File: src/rtl/mips_pkg.sv
// mips_pkg: shared definitions for the multicycle MIPS datapath.
//   src_e    - write-data source codes; the value is the MuxWriteData select
//   NUM_SRC  - number of write-data sources
//   SEL_W    - width of the write-data mux select
//   ADDR_W   - register address width
//   REG_ZERO - address of the hardwired $zero register
package mips_pkg;

    localparam int unsigned NUM_SRC = 8;
    localparam int unsigned SEL_W   = 3;
    localparam int unsigned ADDR_W  = 5;

    localparam logic [ADDR_W-1:0] REG_ZERO = 5'd0;

    typedef enum logic [SEL_W-1:0] {
        SRC_ALU   = 3'd0,
        SRC_EPC   = 3'd1,
        SRC_MDR   = 3'd2,
        SRC_SLT   = 3'd3,
        SRC_SHIFT = 3'd4,
        SRC_PC    = 3'd5,
        SRC_HILO  = 3'd6,
        SRC_R227  = 3'd7
    } src_e;

endpackage

File: src/rtl/rr_arbiter8.sv
// rr_arbiter8: combinational 8-way round-robin grant.
//   req_i   [7:0] request vector (already masked by the caller)
//   last_i  [2:0] index granted most recently; scan starts just after it
//   grant_o [7:0] one-hot grant, zero when nothing requests
//   idx_o   [2:0] index of the granted bit (equals last_i when no grant)
//   valid_o       a grant was issued
module rr_arbiter8 (
    input  logic [7:0] req_i,
    input  logic [2:0] last_i,
    output logic [7:0] grant_o,
    output logic [2:0] idx_o,
    output logic       valid_o
);

    always_comb begin
        logic [2:0] j;
        grant_o = '0;
        idx_o   = last_i;
        valid_o = 1'b0;
        j       = '0;
        // k runs 1..8 so that last_i itself is examined last; 3-bit add wraps mod 8.
        for (int unsigned k = 1; k <= 8; k++) begin
            j = last_i + k[2:0];
            if (!valid_o && req_i[j]) begin
                valid_o    = 1'b1;
                idx_o      = j;
                grant_o[j] = 1'b1;
            end
        end
    end

endmodule

File: src/rtl/writeback_arbiter.sv
// writeback_arbiter: schedules register-file write-back among the eight
// write-data sources. EPC preempts; the rest share round-robin.
//   clk          rising-edge clock
//   reset        asynchronous, active-high
//   req          per-source write request
//   dst          packed destination registers, dst[i*ADDR_W +: ADDR_W] for source i
//   stall        register file unavailable, no grant
//   flush        exception flush, only EPC may be granted
//   grant        combinational one-hot grant
//   MuxWriteData registered write-data mux select
//   RegWrite     registered write-enable pulse (suppressed for $zero)
//   WriteReg     registered destination register
//   busy         registered: a request was left ungranted last cycle
module writeback_arbiter
    import mips_pkg::*;
#(
    parameter int unsigned P_NUM_SRC = NUM_SRC,
    parameter int unsigned P_SEL_W   = SEL_W,
    parameter int unsigned P_ADDR_W  = ADDR_W
) (
    input  logic                            clk,
    input  logic                            reset,
    input  logic [P_NUM_SRC-1:0]            req,
    input  logic [P_NUM_SRC*P_ADDR_W-1:0]   dst,
    input  logic                            stall,
    input  logic                            flush,
    output logic [P_NUM_SRC-1:0]            grant,
    output logic [P_SEL_W-1:0]              MuxWriteData,
    output logic                            RegWrite,
    output logic [P_ADDR_W-1:0]             WriteReg,
    output logic                            busy
);

    localparam logic [P_NUM_SRC-1:0] EPC_BIT = P_NUM_SRC'(1) << SRC_EPC;

    logic [P_SEL_W-1:0]   mux_q, mux_d;
    logic                 rw_q, rw_d;
    logic [P_ADDR_W-1:0]  wreg_q, wreg_d;
    logic                 busy_q, busy_d;
    logic [P_SEL_W-1:0]   last_q, last_d;

    logic [P_ADDR_W-1:0]  dst_arr [P_NUM_SRC];
    logic [P_NUM_SRC-1:0] rr_grant;
    logic [P_SEL_W-1:0]   rr_idx;
    logic                 rr_valid;
    logic                 epc_req;
    logic [P_SEL_W-1:0]   gidx;

    always_comb begin
        for (int unsigned i = 0; i < P_NUM_SRC; i++) begin
            dst_arr[i] = dst[i*P_ADDR_W +: P_ADDR_W];
        end
    end

    assign epc_req = req[SRC_EPC];

    // EPC is removed from the round-robin pool; it is handled by the override below.
    rr_arbiter8 u_rr (
        .req_i   (req & ~EPC_BIT),
        .last_i  (last_q),
        .grant_o (rr_grant),
        .idx_o   (rr_idx),
        .valid_o (rr_valid)
    );

    always_comb begin
        grant = '0;
        gidx  = rr_idx;
        if (stall) begin
            grant = '0;
        end else if (epc_req) begin
            grant = EPC_BIT;
            gidx  = SRC_EPC;
        end else if (!flush && rr_valid) begin
            grant = rr_grant;
        end
    end

    always_comb begin
        mux_d  = mux_q;
        wreg_d = wreg_q;
        last_d = last_q;
        rw_d   = 1'b0;
        busy_d = |(req & ~grant);
        if (|grant) begin
            mux_d  = gidx;
            wreg_d = dst_arr[gidx];
            last_d = gidx;
            rw_d   = (dst_arr[gidx] != REG_ZERO);
        end
    end

    always_ff @(posedge clk or posedge reset) begin
        if (reset) begin
            mux_q  <= '0;
            rw_q   <= 1'b0;
            wreg_q <= '0;
            busy_q <= 1'b0;
            last_q <= SRC_R227;
        end else begin
            mux_q  <= mux_d;
            rw_q   <= rw_d;
            wreg_q <= wreg_d;
            busy_q <= busy_d;
            last_q <= last_d;
        end
    end

    assign MuxWriteData = mux_q;
    assign RegWrite     = rw_q;
    assign WriteReg     = wreg_q;
    assign busy         = busy_q;

endmodule

File: config.mk
export PLATFORM = sky130hd
export DESIGN_NAME = writeback_arbiter
export DESIGN_NICKNAME = d
export VERILOG_FILES = /design/src/rtl/mips_pkg.sv /design/src/rtl/rr_arbiter8.sv /design/src/rtl/writeback_arbiter.sv
export SDC_FILE = /design/constraint.sdc
export NUM_CORES = 1
export LEC_CHECK = 0
export ABC_CLOCK_PERIOD_IN_PS = 11050
export BUFFER_PORTS_ARGS = -buffer_cell sky130_fd_sc_hd__buf_2
export CAP_MARGIN = 20
export CORE_MARGIN = 2
export CORE_UTILIZATION = 50
export CTS_BUF_LIST = sky130_fd_sc_hd__clkbuf_4
export DETAILED_ROUTE_END_ITERATION = 6
export PLACE_DENSITY = 0.75
export RECOVER_POWER = 25
export SYNTH_ARGS = -nofsm -noshare
export SYNTH_HDL_FRONTEND = slang
export SYNTH_SLANG_ARGS = --single-unit
File: constraint.sdc
create_clock -name clk -period 11.05 [get_ports clk]
set_input_delay 1.6575 -clock clk [delete_from_list [all_inputs] [get_ports clk]]
set_output_delay 1.6575 -clock clk [all_outputs]
set_load 0.03 [all_outputs]
==> flow_metrics.env <==
export IMPL_io_buffers=69
export IMPL_core_rowCount=26
export IMPL_fin_nets=436
export IMPL_synth_async_sr_flop_share_pct=100.0
export IMPL_vias=3012
export IMPL_cts_sinks=13
export IMPL_maxSlewViolCount=0
export IMPL_cts_tree="yes"
export IMPL_cts_buffers=3
export IMPL_drive_gt1_share_pct=32.10
export IMPL_cts_reportedPaths_clkPinSlew_ps=80
export IMPL_die_area_um2=5967
export IMPL_final_area_um2=3030
export IMPL_cp_arrival_ps=5270
export IMPL_routedWlPerCell_um=18.45
export IMPL_fin_tns_setup_ps=0
export IMPL_grt_pass1_wl_mm=13.73
export IMPL_drtIter0Drc=294
export IMPL_grt_pass1_vias=2904
export IMPL_drt_pass1_iter_count=5
export IMPL_yosys_warnings=0
export IMPL_grt_max_degree=39
export IMPL_synth_edff_count=0
export IMPL_antenna_found_initial=0
export IMPL_area_growth_pct=12.97
export IMPL_gr_usage_all_layers_pct=27.66
export IMPL_start_util_pct=52.19
export IMPL_grt_overflow=0
export IMPL_syn_inst=325
export IMPL_avgSynthCellArea_um2=8.254
export IMPL_routabilityCongestion=0.9793
export IMPL_core_area_um2=5140
export IMPL_worstHoldPathType="flop to flop"
export IMPL_tightestPinTransition_ps=950.0
export IMPL_antenna_cells=0
export IMPL_fmax_ghz=0.1444
export IMPL_ctsResizeCount=0
export IMPL_synthFlopType="dfrtp_1"
export IMPL_setup_violations=0
export IMPL_synth_cell_types=72
export IMPL_vias_per_cell=6.738
export IMPL_hold_ws_ps=505.6
export IMPL_status="completed"
export IMPL_fin_worst_skew_ps=0.2847
export IMPL_crit_required_ps=9390
export IMPL_maxCapViolCount=0
export IMPL_fp_dieH_um=77.25
export IMPL_dp_final_hpwl_mm=6.246
export IMPL_cts_hold_buf=0
export IMPL_crit_type="flop to primary output"
export IMPL_ys_seq_area_share_pct=12.27
export IMPL_ys_ff_latch=13
export IMPL_end_kind="primary output"
export IMPL_worst_path_max_fanout=38
export IMPL_rsz0062_at_grt="false"
export IMPL_min_period_ps=6924
export IMPL_min_period_over_period_pct=62.66
export IMPL_start_kind="flop"
export IMPL_drt_wl_total_mm=8.249
export IMPL_post_route_util_pct=58.96
export IMPL_cts_htree_levels=1
export IMPL_slew_headroom_pct=36.19
export IMPL_clock_latency_ps=270
export IMPL_route_detailed_drc=0
export IMPL_syn_nets=383
export IMPL_io_pin_count=70
export IMPL_drtAntennaViolNets=0
export IMPL_place_area_um2=3000
export IMPL_cts_setup_buffers=0
export IMPL_die_w_um=77.25
export IMPL_hold_viol_final=0
export IMPL_cts_buffer_depth=2
export IMPL_netlist_area_um2=2683
export IMPL_clock_tree_root_cell="clkbuf_4"
-- cells by family after synthesis --
logic type	synth area share [%]
flip-flops	12.27
XOR/XNOR	1.586
AO/OA/AOI/OAI	32.32
buffers and inverters	6.670
AND/OR/NAND/NOR	20.62
adder cells (fa/ha/maj)	2.798
multiplexers	23.74
-- synthesized netlist by cell type, types with 4 or more instances --
| cell | n | area share [%] |
|---|---|---|
| a211o_1 | 4 | 1.3 |
| a211oi_1 | 6 | 1.7 |
| a21oi_1 | 13 | 2.4 |
| a22oi_1 | 7 | 2.0 |
| a31oi_1 | 11 | 2.6 |
| and2_1 | 5 | 1.2 |
| and3_1 | 9 | 2.1 |
| buf_2 | 10 | 1.9 |
| clkbuf_1 | 5 | 0.70 |
| dfrtp_1 | 10 | 9.3 |
| ha_1 | 6 | 2.8 |
| inv_1 | 13 | 1.8 |
| mux2_2 | 17 | 7.1 |
| mux2i_1 | 28 | 10 |
| mux4_2 | 6 | 5.0 |
| nand2_1 | 18 | 2.5 |
| nand3_1 | 20 | 3.7 |
| nand4_1 | 6 | 1.4 |
| nor2_1 | 13 | 1.8 |
| nor2b_1 | 6 | 1.4 |
| nor3_1 | 4 | 0.75 |
| o2111ai_1 | 5 | 1.6 |
| o211a_1 | 4 | 1.5 |
| o211ai_1 | 15 | 4.2 |
| o21a_1 | 4 | 1.1 |
| o21ai_0 | 13 | 2.4 |
| o22ai_1 | 4 | 0.93 |
-- final cells by class --
cell class              count  area (um2)
clock buffers               4       30.03
fillers                   475        2110
inverters                  15       56.30
multi-input cells         275        2175
flip-flops and latches     13       329.1
well taps                  70       87.58
repair buffers             70       352.8
-- metrics by stage --
step                      worst slack, ps  instances
after detailed placement             4584        443
after CTS                            4254        447
after global routing                 3841        447
final                                4126        447
after global placement               4682        443
after floorplan                      5194        325
-- flip-flops by register name, summed over array words and instances (netlist names) --
register	count
MuxWriteData	3
busy	1
WriteReg	5
RegWrite	1
last_q	3
-- worst max-delay path, stage by stage (launching register included) --
cell	delay (ps)
dfstp_2	1000
inv_2	360
ha_1	950
mux2_2	460
a211o_1	330
a211oi_4	460
o211ai_2	310
o21ai_1	280
a21oi_1	130
o21a_1	240
nor2_1	200
buf_2	250
-- routing by layer --
layer  up-vias  wire, um  global-route usage [%]  share of wire (%)
li1       1400         -                       -                  -
met1      1410      3532                   38.65                 43
met2       177      3865                   45.04                 47
met3        25       701                   2.588                8.5
met4         0       150                   8.393                1.8
met5         -         0                       0                  0
-- path summary, 6_finish.rpt --
path,start,to,slack (ps),cells after the start
min,WriteReg[2]$_DFFE_PP0P_,WriteReg[2]$_DFFE_PP0P_,510,1
max,last_q[0]$_DFFE_PP1P_,grant[5],4130,11
max in group asynchronous,reset,last_q[1]$_DFFE_PP1P_,9320,2
min in group asynchronous,reset,WriteReg[2]$_DFFE_PP0P_,1390,2
max reg2reg,last_q[0]$_DFFE_PP1P_,MuxWriteData[1]$_DFFE_PP0P_,5080,12
min reg2reg,WriteReg[2]$_DFFE_PP0P_,WriteReg[2]$_DFFE_PP0P_,510,1
-- placed cells by master, fill, tap and decap left out, types with 3 or more instances in the layout --
cell type  synthesis  layout
a2111oi_0          3       3
a211o_1            4       4
a211oi_1           6       6
a21oi_1           13      13
a22oi_1            7       7
a31oi_1           11      11
and2_1             5       5
and3_1             9       9
buf_2             10      69
clkbuf_4           0       4
dfrtp_1           10      10
dfstp_2            3       3
ha_1               6       6
inv_1             13      13
mux2_2            17      17
mux2i_1           28      28
mux4_2             6       6
nand2_1           18      18
nand3_1           20      20
nand4_1            6       6
nor2_1            13      13
nor2b_1            6       6
nor3_1             4       4
o2111ai_1          5       5
o211a_1            4       4
o211ai_1          15      15
o21a_1             4       4
o21ai_0           13      13
o22ai_1            4       4
or4b_2             3       3
Power is left out: the tool's default activity adds up to more than one toggle a clock period on the data nets, which glitch-free logic cannot reach.
